--- config.mk ---
export PLATFORM = sky130hd
export DESIGN_NAME = usb_fs_link_ctrl
export DESIGN_NICKNAME = d
export VERILOG_FILES = /design/src/rtl/usb_fs_link_ctrl.sv
export SDC_FILE = /design/constraint.sdc
export NUM_CORES = 1
export LEC_CHECK = 0
export BUFFER_PORTS_ARGS = -buffer_cell sky130_fd_sc_hd__buf_2
export CORE_AREA = 2 2 69 119
export CTS_CLUSTER_DIAMETER = 50
export DETAILED_ROUTE_END_ITERATION = 8
export DIE_AREA = 0 0 71 121
export PLACE_DENSITY = 0.57
export SETUP_SLACK_MARGIN = 0.15
export SLEW_MARGIN = 20
export SYNTH_ARGS = -nofsm -noshare
export SYNTH_HDL_FRONTEND = slang
export SYNTH_SLANG_ARGS = --single-unit
--- constraint.sdc ---
create_clock -name clk_48mhz_i -period 2.7 [get_ports clk_48mhz_i]
set_input_delay 0.135 -clock clk_48mhz_i [delete_from_list [all_inputs] [get_ports clk_48mhz_i]]
set_output_delay 0.135 -clock clk_48mhz_i [all_outputs]
set_load 0.01 [all_outputs]
--- src/rtl/usb_fs_link_ctrl.sv ---
// rtl/usb_fs_link_ctrl.sv - USB full-speed link-state controller (bus reset / suspend / resume)
//
// Purpose: watches the synchronised D+/D- receive pair and valid-SOF strobes,
// tracks the USB link state and holds the protocol engine in reset while the
// device is disconnected or the host drives a bus reset.
//
// Ports:
//   clk_48mhz_i         48 MHz clock
//   rst_i               asynchronous active-high reset
//   enable_i            pull-up enabled; low forces DISCONNECTED
//   usb_p_rx_i          D+ receive (synchronised)
//   usb_n_rx_i          D- receive (synchronised)
//   sof_valid_i         valid-SOF strobe from the protocol engine
//   link_reset_o        high in DISCONNECTED and BUS_RESET
//   link_state_o        current link state code
//   link_reset_evt_o    one-cycle pulse on entry to BUS_RESET
//   link_suspend_evt_o  one-cycle pulse on entry to SUSPEND
//   link_resume_evt_o   one-cycle pulse on resume out of SUSPEND
module usb_fs_link_ctrl #(
  parameter int BusResetCycles = 120,
  parameter int SuspendCycles  = 144000,
  parameter int ResumeCycles   = 2,
  parameter int CntW           = 18
) (
  input  logic       clk_48mhz_i,
  input  logic       rst_i,
  input  logic       enable_i,
  input  logic       usb_p_rx_i,
  input  logic       usb_n_rx_i,
  input  logic       sof_valid_i,
  output logic       link_reset_o,
  output logic [2:0] link_state_o,
  output logic       link_reset_evt_o,
  output logic       link_suspend_evt_o,
  output logic       link_resume_evt_o
);

  typedef enum logic [2:0] {
    ST_DISCONNECTED = 3'd0,
    ST_POWERED      = 3'd1,
    ST_BUS_RESET    = 3'd2,
    ST_ACTIVE_NOSOF = 3'd3,
    ST_ACTIVE       = 3'd4,
    ST_SUSPEND      = 3'd5
  } link_state_t;

  localparam logic [CntW-1:0] LP_ONE     = CntW'(1);
  localparam logic [CntW-1:0] LP_BR_CAP  = CntW'(BusResetCycles);
  localparam logic [CntW-1:0] LP_BR_THR  = CntW'(BusResetCycles - 1);
  localparam logic [CntW-1:0] LP_SUS_CAP = CntW'(SuspendCycles);
  localparam logic [CntW-1:0] LP_SUS_THR = CntW'(SuspendCycles - 1);
  localparam logic [CntW-1:0] LP_RES_CAP = CntW'(ResumeCycles);
  localparam logic [CntW-1:0] LP_RES_THR = CntW'(ResumeCycles - 1);

  link_state_t     r_state;
  logic            r_pre_active;   // 1: suspended from ACTIVE, 0: from ACTIVE_NOSOF
  logic            r_link_reset;
  logic            r_reset_evt;
  logic            r_suspend_evt;
  logic            r_resume_evt;
  logic [CntW-1:0] r_se0_cnt;
  logic [CntW-1:0] r_idle_cnt;
  logic [CntW-1:0] r_k_cnt;

  logic w_se0;
  logic w_j;
  logic w_k;
  logic w_in_active;
  logic w_br_capable;
  logic w_bus_rst_hit;
  logic w_suspend_hit;
  logic w_resume_hit;

  // SE1 decodes as neither SE0, J nor K.
  assign w_se0 = ~usb_p_rx_i & ~usb_n_rx_i;
  assign w_j   =  usb_p_rx_i & ~usb_n_rx_i;
  assign w_k   = ~usb_p_rx_i &  usb_n_rx_i;

  assign w_in_active  = (r_state == ST_ACTIVE_NOSOF) || (r_state == ST_ACTIVE);
  assign w_br_capable = (r_state == ST_POWERED) || w_in_active || (r_state == ST_SUSPEND);

  // Threshold hits fire on the edge sampling the N-th consecutive symbol.
  assign w_bus_rst_hit = w_br_capable && w_se0 && (r_se0_cnt == LP_BR_THR);
  assign w_suspend_hit = w_in_active && w_j && !sof_valid_i && (r_idle_cnt == LP_SUS_THR);
  assign w_resume_hit  = (r_state == ST_SUSPEND) && w_k && (r_k_cnt == LP_RES_THR);

  always_ff @(posedge clk_48mhz_i or posedge rst_i) begin
    if (rst_i) begin
      r_state       <= ST_DISCONNECTED;
      r_pre_active  <= 1'b0;
      r_link_reset  <= 1'b1;
      r_reset_evt   <= 1'b0;
      r_suspend_evt <= 1'b0;
      r_resume_evt  <= 1'b0;
      r_se0_cnt     <= '0;
      r_idle_cnt    <= '0;
      r_k_cnt       <= '0;
    end else begin
      r_reset_evt   <= 1'b0;
      r_suspend_evt <= 1'b0;
      r_resume_evt  <= 1'b0;

      if (!enable_i) begin
        r_state      <= ST_DISCONNECTED;
        r_link_reset <= 1'b1;
        r_se0_cnt    <= '0;
        r_idle_cnt   <= '0;
        r_k_cnt      <= '0;
      end else begin
        // Counters are saturating run-length counters on the current sample.
        if (!w_se0) begin
          r_se0_cnt <= '0;
        end else if (r_se0_cnt != LP_BR_CAP) begin
          r_se0_cnt <= r_se0_cnt + LP_ONE;
        end

        // An SOF proves the host is alive, so it restarts the idle run.
        if (!(w_in_active && w_j && !sof_valid_i)) begin
          r_idle_cnt <= '0;
        end else if (r_idle_cnt != LP_SUS_CAP) begin
          r_idle_cnt <= r_idle_cnt + LP_ONE;
        end

        if (!((r_state == ST_SUSPEND) && w_k)) begin
          r_k_cnt <= '0;
        end else if (r_k_cnt != LP_RES_CAP) begin
          r_k_cnt <= r_k_cnt + LP_ONE;
        end

        // Bus reset outranks SOF, suspend and resume handling.
        if (w_bus_rst_hit) begin
          r_state      <= ST_BUS_RESET;
          r_link_reset <= 1'b1;
          r_reset_evt  <= 1'b1;
        end else begin
          case (r_state)
            ST_DISCONNECTED: begin
              r_state      <= ST_POWERED;
              r_link_reset <= 1'b0;
            end
            ST_POWERED: begin
              r_link_reset <= 1'b0;
            end
            ST_BUS_RESET: begin
              if (!w_se0) begin
                r_state      <= ST_ACTIVE_NOSOF;
                r_link_reset <= 1'b0;
              end
            end
            ST_ACTIVE_NOSOF: begin
              if (sof_valid_i) begin
                r_state <= ST_ACTIVE;
              end else if (w_suspend_hit) begin
                r_state       <= ST_SUSPEND;
                r_pre_active  <= 1'b0;
                r_suspend_evt <= 1'b1;
              end
            end
            ST_ACTIVE: begin
              if (w_suspend_hit) begin
                r_state       <= ST_SUSPEND;
                r_pre_active  <= 1'b1;
                r_suspend_evt <= 1'b1;
              end
            end
            ST_SUSPEND: begin
              if (w_resume_hit) begin
                r_state      <= r_pre_active ? ST_ACTIVE : ST_ACTIVE_NOSOF;
                r_resume_evt <= 1'b1;
              end
            end
            default: begin
              r_state      <= ST_DISCONNECTED;
              r_link_reset <= 1'b1;
            end
          endcase
        end
      end
    end
  end

  assign link_state_o       = r_state;
  assign link_reset_o       = r_link_reset;
  assign link_reset_evt_o   = r_reset_evt;
  assign link_suspend_evt_o = r_suspend_evt;
  assign link_resume_evt_o  = r_resume_evt;

endmodule

## Word level (Yosys, flattened, before mapping)

Index checks and enable logic that the tools add are counted.

| word-level totals | value |
|---|---|
| bits of input ports | 6 |
| output and inout bits | 7 |
| bits in registers | 62 |

| operators by class | value |
|---|---|
| equal/unequal tests | 21 |
| mux-type cells | 36 |
| add/subtract/negate cells | 3 |
| reductions and logical operators | 18 |
| bitwise operators | 6 |

Operators with widths:

| kind | number |
|---|---|
| $mux 18 | 9 |
| $add 18x1->18 const B | 3 |
| $mux 3 | 7 |
| $eq 18x1->1 const B | 1 |
| $eq 18x18->1 const B | 1 |
| $eq 18x7->1 const B | 1 |
| $ne 18x18->1 const B | 1 |
| $ne 18x2->1 const B | 1 |
| $ne 18x7->1 const B | 1 |
| $pmux 3 s6 | 1 |
| $mux 1 | 16 |
| $ne 3x2->1 const B | 4 |
| $ne 4x4->1 const B | 2 |
| $logic_and 1x1->1 | 7 |
| $eq 3x2->1 const B | 2 |
| $eq 3x3->1 const B | 2 |
| $ne 2x2->1 const B | 3 |
| $reduce_and 6->1 | 1 |
| $pmux 1 s2 | 2 |
| $and 1x1->1 | 3 |
| $eq 3x1->1 const B | 1 |
| $logic_not 3->1 | 1 |
| $logic_or 1x1->1 | 3 |
| $ne 3x3->1 const B | 1 |
| other kinds (8) | 10 |

## Depth between registers and ports, before layout

Gate-level depths: netlist of run 1.

| depth | value |
|---|---|
| depth after elaboration | 10 |
| gate-level depth with buffers | 7 |
| depth with buffers taken out | 6 |

## Least setup slack after synthesis of run 1

Ideal clock, no wire load.

| path | value |
|---|---|
| path kind | register -> register |
| start point | register r_idle_cnt[15] |
| end point | register r_state[1] (netlist: link_state_o[1]) |
| slack | 0.706 ns |
| arrival time | 1.869 ns |
| clock period less this slack | 1.994 ns |
| cell stages (with the launch flop) | 6 |
| cells stage by stage | dfrtp_1 or4_4 nor4b_4 a311oi_1 or4_1 o311a_1 |

| on the way | value |
|---|---|
| cells in the longest elaborated chain, start to end | 7 |

RTL lines:

| what | line | RTL |
|---|---|---|
| start: declaration | 62 | `logic [CntW-1:0] r_idle_cnt;` |
| start signal: assignment | 121 | `r_idle_cnt <= r_idle_cnt + LP_ONE;` |
| $eq 18x18->1 (*) | 84 | `assign w_suspend_hit = w_in_active && w_j && !sof_valid_i && (r_idle_cnt == LP_SUS_THR);` |
| $logic_and 1x1->1 (*) | 84 |  |
| $mux 3 (*) | - |  |
| $mux 3 | - |  |
| $pmux 3 s6 (*) | - |  |
| $mux 3 (*) (2 in a row) | - |  |
| end signal: assignment | 168 | `r_state <= r_pre_active ? ST_ACTIVE : ST_ACTIVE_NOSOF;` |
| end: declaration | 55 | `link_state_t r_state;` |

Every way passes the cells marked *; elsewhere a longest branch is shown, timed or not.
A chain may end at the register's enable or synchronous reset.

## Worst setup path after layout of run 1

| path | value |
|---|---|
| start point | register r_state[1] (netlist: link_state_o[1]) |
| end point | register r_k_cnt[0] |

| on the way | value |
|---|---|
| cells in the longest elaborated chain, start to end | 4 |
| elaborated cells on any way between the ends | 5 |
| classes of those cells | eq/ne (2); mux (2); reduce/logical (1) |

RTL lines:

| what | line | RTL |
|---|---|---|
| $eq 3x3->1 (*) | 124 | `if (!((r_state == ST_SUSPEND) && w_k)) begin` |
| $logic_and 1x1->1 (*) | 124 |  |
| $mux 18 | 124 |  |
| $mux 18 | 103 | `if (!enable_i) begin` |
| end signal: assignment | 127 | `r_k_cnt <= r_k_cnt + LP_ONE;` |
| end: declaration | 63 | `logic [CntW-1:0] r_k_cnt;` |

Marks and branches as above.

==> reports/qor_table.md, run 1 <==
| Stage | Parameter | Value |
| --- | --- | --- |
| synth | Leading cell types by total area after synthesis | sky130_fd_sc_hd__dfrtp_1 46%, sky130_fd_sc_hd__nor2_1 6.9%, sky130_fd_sc_hd__xnor2_1 5.8%, sky130_fd_sc_hd__xor2_1 5.3%, sky130_fd_sc_hd__nand3_1 3.2% |
| placed design | Post-DP Area | 3480 um2 |
| sta | Total count of hold-check failures in the final report | 0 |
| worst setup path | Minimum setup slack among reg-to-reg paths | 0.46 ns |
| global routing | Total overflow reported by the global router | 0 |
| run | Max Cap Violations | 0 |
| clocking | Htree depth | 3 |
| power | Switching power share of the total | 19.5% |
| worst setup path | Count of cells along the worst register-to-register path | 5 |
| drt | Antenna-violating nets left | 0 |
| clocking | Worst-case clock buffer depth | 2 |
| placed design | Global placement routability congestion | 0.888 |
| worst setup path | Timing startpoint of the critical path | link_state_o[1] |
| global routing | First-pass GRT wire length | 12600 um |
| hold path | Hold-critical path depth | 2 |
| finish | Total non-filler cell area in the finished layout | 3810 um2 |
| sta | Total count of max-transition violations in the final report | 0 |
| global routing | Pin count of the biggest net entering global routing | 29 |
| global routing | Via count of the first global-routing pass | 2707 |
| clocking | Clock buffer count from CTS | 9 |
| synth | Share of the synthesized area in the top cell type | 45.8% |
| finish | Growth of design area from synthesis to finish | 14.4% |
| synth | Average footprint of a synthesized cell | 9.21 um2 |
| floorplan | Area inside the core boundary | 7620 um2 |
| sta | Summed negative setup slack over all endpoints | 0 ns |
| sta | Transition time at the pin with the least slew margin | 0.719 ns |
| clocking | Clock-pin slew of the registers on the worst-case setup and hold paths | 0.05 ns |
| worst setup path | Req. time, crit path | 2.90 ns |
| clocking | Insertion delay to the later sink of the worst-skew pair | 0.33 ns |
| worst setup path | Reg-to-reg critical path endpoint | r_k_cnt[0] |
| sta | Post-route clock period utilization | 83.1% |
| power | Power after layout | 2.23 mW |
| finish | Layout cells sized above 1 | 11.0% |
| drt | Post-DR vias/cell | 5.59 |
| finish | Layout net count | 391 |
| floorplan | Num ports | 13 |
| sta | Max Clock Skew | 0.00527 ns |
| floorplan | Area enclosed by the die boundary | 8590 um2 |
| power | Leakage power figure | 1.50 nW |
| floorplan | DIE WIDTH | 71 um |
| synth | Post-synth top area cell | sky130_fd_sc_hd__dfrtp_1 |
| placed design | PortBufs | 12 |
| power | Total power per unit cell area | 585 nW/um2 |
| synth | Count of yosys warnings during synthesis | 0 |
| clocking | Post-CTS sizing | 0 |
| power | Seq pwr share | 42.1% |
| finish | Area of all sequential standard cells | 1550 um2 |
| drt | Initial DRC Count | 92 |
| worst setup path | Crit start category | flop |
| hold path | Hold endpoint | link_state_o[1] |
| synth | Post-synth net total | 375 |
| worst setup path | Arr. time, crit path | 2.44 ns |
| placed design | Estimated wirelength of the detail-placed design | 5200 um |
| power | Internal power of the cells | 1.80 mW |
| drt | Iteration count of the initial detailed-routing pass | 4 |
| synth | Netlist area before placement | 3330 um2 |
| sta | Setup violators final | 0 |
| finish | Area of the multi-input gates | 1670 um2 |
| status | Status | finished clean |
| worst setup path | Type of the worst setup path | reg2reg |
| hold path | Path type of the worst min-delay path | in2reg |
| worst setup path | Launch point of the worst reg-to-reg path | link_state_o[1] |
| sta | Highest clock rate | 0.446 GHz |
| power | Clock share of power | 55.5% |
| floorplan | Initial standard-cell utilization of the core | 43.8% |
| sta | Clock period minus worst slack | 2.24 ns |
| clocking | CTS tree | built |
| finish | # diodes | 0 |
| global routing | Initial antenna violation count | 0 |
| sta | Relative slew slack | 51.5% |
| drt | Overall via count from detail_route | 2626 |
| clocking | Cell chosen for the clock root | sky130_fd_sc_hd__clkbuf_16 |
| hold path | Hold wc startpoint | enable_i |
| synth | Synthesized instance count | 362 |
| finish | FILL cells | 703 |
| power | Fraction of power consumed by combinational cells | 2.5% |
| drt | Drc violations | 0 |
| synth | Sequential fraction of the synthesis area | 46.6% |
| global routing | Global routing usage summed across all routing layers | 19.1% |
| worst setup path | Max Fanout on Critical Path | 18 |
| synth | Yosys cell types | 45 |
| synth | Flip-flop and latch count after synthesis | 62 |
| floorplan | Core Rows | 42 |
| drt | Per-cell routed wire length | 15.5 um |
| sta | Setup repair after global routing missed its margin | no |
| power | Sw power | 0.434 mW |
| drt | Detailed-route wire length | 7270 um |
| floorplan | Die extent in y | 121 um |
| worst setup path | Crit. End Element | flop |
| power | Worst voltage drop across the vdd grid | 0.000376 V |
| clocking | Sink count of the clock tree | 62 |
==> power by group through the flow <==
stage	Clock, mW	Sequential (mW)	Combinational [mW]
final	1.24	0.939	0.0550
after global routing	1.31	0.939	0.0633
after CTS	1.26	0.939	0.0570
after detailed placement	0	0.955	0.0560
after global placement	0	0.954	0.0559
after floorplan	0	0.952	0.0350
==> cell usage in the layout, fill, tap and decap left out, types with 2 or more instances in the layout <==
cell type                   instances
sky130_fd_sc_hd__nand2_1           24
sky130_fd_sc_hd__dfrtp_1           61
sky130_fd_sc_hd__and4_1             3
sky130_fd_sc_hd__o31ai_1            3
sky130_fd_sc_hd__and2_1             4
sky130_fd_sc_hd__or3b_2             2
sky130_fd_sc_hd__or4_1              2
sky130_fd_sc_hd__nor3_1            11
sky130_fd_sc_hd__mux2i_1            2
sky130_fd_sc_hd__nor4_1            13
sky130_fd_sc_hd__bufinv_16          2
sky130_fd_sc_hd__inv_1             17
sky130_fd_sc_hd__clkbuf_16          9
sky130_fd_sc_hd__and3_1             5
sky130_fd_sc_hd__nand4_1           11
sky130_fd_sc_hd__o21ai_0           10
sky130_fd_sc_hd__buf_2             12
sky130_fd_sc_hd__nand2b_1           3
sky130_fd_sc_hd__xor2_1            20
sky130_fd_sc_hd__clkinv_2           2
sky130_fd_sc_hd__ha_1               7
sky130_fd_sc_hd__or2_2              3
sky130_fd_sc_hd__nand3b_1           3
sky130_fd_sc_hd__or3_1             11
sky130_fd_sc_hd__a21oi_1           11
sky130_fd_sc_hd__buf_4              3
sky130_fd_sc_hd__nor4b_1            2
sky130_fd_sc_hd__nand3_1           21
sky130_fd_sc_hd__clkbuf_8           2
sky130_fd_sc_hd__xnor2_1           22
sky130_fd_sc_hd__nor2_1            61
sky130_fd_sc_hd__nor2b_1            2
==> logic make-up after synthesis <==
kind of cell | count (synthesis) | synth area share [%]
and+or+nand+nor | 187 | 29.3
buffers and inverters | 29 | 3.41
xor gates and xnor gates | 42 | 11.0
muxes | 2 | 0.600
adders and majority gates | 7 | 2.63
DFF | 62 | 46.6
AOI/OAI and AO/OA | 33 | 6.45
==> how the worst max path moves through the flow <==
stage | endpoint | slack, ns | cells past startpoint
floorplan | link_state_o[1] | 0.71 | 5
global placement | r_k_cnt[0] | 0.55 | 5
detailed placement | r_k_cnt[0] | 0.47 | 5
CTS | r_k_cnt[0] | 0.45 | 5
global route | r_k_cnt[0] | 0.24 | 5
finish | r_k_cnt[0] | 0.46 | 5
==> critical path, stage by stage (launching register included) <==
cell and delay [ns]:
sky130_fd_sc_hd__dfrtp_1 0.50, sky130_fd_sc_hd__nand4b_1 0.24, sky130_fd_sc_hd__or3b_2 0.69, sky130_fd_sc_hd__nor3_1 0.41, sky130_fd_sc_hd__or2_2 0.20, sky130_fd_sc_hd__o21ai_0 0.07
==> stage by stage <==
stage	hold slack, ns	setup WS, ns	instances	utilization (%)
6_report	0.103	0.458	470	50.0
5_1_grt	0.108	0.244	470	50.0
4_1_cts	0.0877	0.446	470	50.0
3_5_place_dp	0.239	0.473	454	45.7
3_3_place_gp	0.241	0.549	454	45.7
2_1_floorplan	0.261	0.706	362	-
==> registers in the layout, summed over array words and instances, names as in the netlist <==
register / count
link_state_o: 3
link_suspend_evt_o: 1
link_reset_o: 1
r_idle_cnt: 18
link_resume_evt_o: 1
r_pre_active: 1
r_k_cnt: 18
link_reset_evt_o: 1
r_se0_cnt: 18
==> synthesized netlist by cell type <==
master	n
sky130_fd_sc_hd__dfrtp_1	61
sky130_fd_sc_hd__nor2_1	61
sky130_fd_sc_hd__nand2_1	24
sky130_fd_sc_hd__xnor2_1	22
sky130_fd_sc_hd__nand3_1	21
sky130_fd_sc_hd__xor2_1	20
sky130_fd_sc_hd__inv_1	18
sky130_fd_sc_hd__nor4_1	13
sky130_fd_sc_hd__a21oi_1	11
sky130_fd_sc_hd__nand4_1	11
sky130_fd_sc_hd__nor3_1	11
sky130_fd_sc_hd__or3_1	11
sky130_fd_sc_hd__o21ai_0	10
sky130_fd_sc_hd__clkbuf_1	9
sky130_fd_sc_hd__ha_1	7
sky130_fd_sc_hd__and3_1	5
sky130_fd_sc_hd__and2_1	4
sky130_fd_sc_hd__and4_1	3
sky130_fd_sc_hd__nand2b_1	3
sky130_fd_sc_hd__nand3b_1	3
sky130_fd_sc_hd__o31ai_1	3
sky130_fd_sc_hd__or2_2	3
sky130_fd_sc_hd__mux2i_1	2
sky130_fd_sc_hd__nor2b_1	2
sky130_fd_sc_hd__nor4b_1	2
sky130_fd_sc_hd__or3b_2	2
sky130_fd_sc_hd__or4_1	2
sky130_fd_sc_hd__a211oi_2	1
sky130_fd_sc_hd__a21o_1	1
sky130_fd_sc_hd__a311o_1	1
sky130_fd_sc_hd__a311oi_1	1
sky130_fd_sc_hd__a31oi_1	1
sky130_fd_sc_hd__and4b_2	1
sky130_fd_sc_hd__buf_2	1
sky130_fd_sc_hd__buf_4	1
sky130_fd_sc_hd__dfstp_2	1
sky130_fd_sc_hd__nand4b_1	1
sky130_fd_sc_hd__nor4b_4	1
sky130_fd_sc_hd__o21bai_1	1
sky130_fd_sc_hd__o311a_1	1
sky130_fd_sc_hd__o311ai_0	1
sky130_fd_sc_hd__o41ai_2	1
sky130_fd_sc_hd__or3b_1	1
sky130_fd_sc_hd__or4_4	1
sky130_fd_sc_hd__or4b_1	1
==> per-layer routing <==
layer | global-route usage, % | share of wire, %
met1 | 20.9 | 40
met2 | 33.5 | 53
met3 | 4.73 | 3.3
met4 | 9.67 | 3.0
met5 | 0 | 0
==> final cells by class <==
class / count / area share [%]
Multi-Input combinational cell: 271 / 43.7
Sequential cell: 62 / 40.7
Clock buffer: 11 / 6.63
Tap cell: 88 / 2.89
Timing Repair Buffer: 16 / 2.43
Clock inverter: 4 / 1.84
Inverter: 18 / 1.77
==> timing repair <==
action,in CTS,in global routing
endpoints found under the setup margin,0,0
setup buffers,0,0
hold buffers,1,0
endpoints found under the hold margin,25,0
Note: power is estimated with default switching activity, not from simulation.
==> run 2: changes to the inputs <==
- clock period: 2.7 -> 2.35 ns (I/O delays scaled with it)
==> reports/qor_table.md, run 2 (synthesis results as in run 1) <==
| Stage | Parameter | Value |
| --- | --- | --- |
| drt | Drc violations | 0 |
| floorplan | Area enclosed by the die boundary | 8590 um2 |
| hold path | Hold-critical path depth | 2 |
| sta | Highest clock rate | 0.474 GHz |
| finish | # diodes | 0 |
| drt | Detailed-route wire length | 7550 um |
| power | Power after layout | 2.54 mW |
| power | Total power per unit cell area | 656 nW/um2 |
| global routing | First-pass GRT wire length | 12800 um |
| sta | Setup repair after global routing missed its margin | no |
| clocking | Htree depth | 3 |
| finish | Layout net count | 398 |
| placed design | PortBufs | 12 |
| finish | Area of all sequential standard cells | 1550 um2 |
| clocking | Sink count of the clock tree | 62 |
| floorplan | Initial standard-cell utilization of the core | 43.8% |
| sta | Max Clock Skew | 0.00479 ns |
| sta | Setup violators final | 0 |
| worst setup path | Crit. End Element | flop |
| clocking | CTS tree | built |
| drt | Initial DRC Count | 122 |
| status | Status | finished clean |
| drt | Antenna-violating nets left | 0 |
| clocking | Worst-case clock buffer depth | 2 |
| worst setup path | Buf+Inv Stages, Crit Path | 0 |
| worst setup path | Max Fanout on Critical Path | 3 |
| clocking | Post-CTS repair timing setup buffer count | 0 |
| sta | Total count of hold-check failures in the final report | 0 |
| floorplan | DIE WIDTH | 71 um |
| worst setup path | Crit start category | flop |
| finish | FILL cells | 706 |
| finish | Area of the multi-input gates | 1670 um2 |
| clocking | Clock-pin slew of the registers on the worst-case setup and hold paths | 0.05 ns |
| worst setup path | Maximum cell stage delay along the critical path | 0.57 ns |
| worst setup path | Critical path's slowest cell | sky130_fd_sc_hd__or4_4 |
| sta | Summed negative setup slack over all endpoints | 0 ns |
| run | Max Cap Violations | 0 |
| finish | Largest registers | r_idle_cnt x18, r_k_cnt x18, r_se0_cnt x18 |
| sta | Total count of max-transition violations in the final report | 0 |
| sta | Clock period minus worst slack | 2.11 ns |
| placed design | Estimated wirelength of the detail-placed design | 5380 um |
| floorplan | Die extent in y | 121 um |
| drt | Post-DR vias/cell | 5.54 |
| global routing | Initial antenna violation count | 0 |
| sta | Hold slack | 0.0845 ns |
| floorplan | Area inside the core boundary | 7620 um2 |
| placed design | Global placement routability congestion | 0.848 |
| power | Leakage power figure | 1.54 nW |
| power | Worst voltage drop across the vdd grid | 0.000424 V |
| worst setup path | Type of the worst setup path | reg2reg |
| global routing | Via count of the first global-routing pass | 2663 |
| worst setup path | Top Family by Delay on Critical Path | simple AND/OR/NAND/NOR gates |
| finish | Most used cells in the layout excluding fill and tap cells | 61 x sky130_fd_sc_hd__nor2_1, 61 x sky130_fd_sc_hd__dfrtp_1, 24 x sky130_fd_sc_hd__nand2_1 |
| sta | Post-route clock period utilization | 89.8% |
| sta | Transition time at the pin with the least slew margin | 0.650 ns |
| clocking | Clock buffer count from CTS | 9 |
| worst setup path | Arr. time, crit path | 2.32 ns |
| worst setup path | Levels on crit path | 5 |
| worst setup path | Count of cells along the worst register-to-register path | 5 |
| finish | Layout cells sized above 1 | 13.1% |
| drt | Iteration count of the initial detailed-routing pass | 4 |
| worst setup path | Req. time, crit path | 2.56 ns |
| hold path | Path type of the worst min-delay path | in2reg |
| clocking | Insertion delay to the later sink of the worst-skew pair | 0.33 ns |
| drt | Overall via count from detail_route | 2647 |
| drt | Per-cell routed wire length | 15.8 um |
| global routing | Global routing usage summed across all routing layers | 19.2% |
| finish | Growth of design area from synthesis to finish | 16.1% |
| clocking | Cell chosen for the clock root | sky130_fd_sc_hd__clkbuf_16 |
| floorplan | Num ports | 13 |
| global routing | Total overflow reported by the global router | 0 |
| finish | Finished Core Util | 50.8% |
| worst setup path | Critical-path cell list | or4_4, nor4b_4, a311oi_1, or4_1, o311a_1 |
| sta | Relative slew slack | 56.6% |
| floorplan | Core Rows | 42 |
| global routing | Pin count of the biggest net entering global routing | 32 |
-- run 2: cell count changes in the layout (fill, tap and decap cells not counted), sizes merged --
| cell | previous run | this run |
|---|---|---|
| buf | 15 | 22 |
| clkbuf | 11 | 13 |
| bufinv | 2 | 1 |
-- run 2: worst paths after layout --
check                          startpoint              end  slack, ns
setup / recovery           r_idle_cnt[15]  link_state_o[1]       0.24
hold / removal                   enable_i  link_state_o[1]       0.08
setup reg to reg           r_idle_cnt[15]  link_state_o[1]       0.24
hold reg to reg            r_idle_cnt[17]   r_idle_cnt[17]       0.54
max in group asynchronous           rst_i   r_idle_cnt[11]       1.23
min in group asynchronous           rst_i      r_k_cnt[13]       0.43
-- run 2: worst reg2reg max path, stage by stage (launching register included) --
cell and delay (ns):
sky130_fd_sc_hd__dfrtp_1 0.41, sky130_fd_sc_hd__or4_4 0.57, sky130_fd_sc_hd__nor4b_4 0.27, sky130_fd_sc_hd__a311oi_1 0.13, sky130_fd_sc_hd__or4_1 0.48, sky130_fd_sc_hd__o311a_1 0.14
-- run 2: stage by stage --
step,setup slack [ns],instances,area (um2)
floorplan,0.356,362,3330
global placement,0.291,461,3530
detailed placement,0.264,461,3530
CTS,0.248,478,3860
global route,0.179,478,3870
finish,0.241,478,3870
-- run 2: timing repair --
action,CTS,global route
endpoints found under the hold margin,28,0
resized for setup,0,1
hold buffers,1,0
setup endpoints to repair,0,3
-- run 2: area by class of cell --
type	instances	share of cell area, %
Clock buffer	13	7.24
Clock inverter	3	1.03
Inverter	18	1.75
Multi-Input combinational cell	271	43.3
Sequential cell	62	40.1
Tap cell	88	2.85
Timing Repair Buffer	23	3.75
-- run 2: per-layer routing --
| metal | share of wire (%) | wire [um] | vias up | GRT usage [%] |
|---|---|---|---|---|
| li1 | - | - | 1302 | - |
| met1 | 40 | 3030 | 1286 | 20.9 |
| met2 | 55 | 4150 | 48 | 34.5 |
| met3 | 2.7 | 201 | 11 | 4.24 |
| met4 | 2.2 | 168 | 0 | 9.43 |
| met5 | 0 | 0 | - | 0 |
-- run 2: power breakdown --
group / leakage [nW] / total (mW) / switching [mW] / internal (mW)
registers: 0.861 / 1.08 / 0.00222 / 1.07
logic: 0.514 / 0.0715 / 0.0511 / 0.0204
clock network: 0.162 / 1.39 / 0.460 / 0.932
total: 1.54 / 2.54 / 0.514 / 2.02
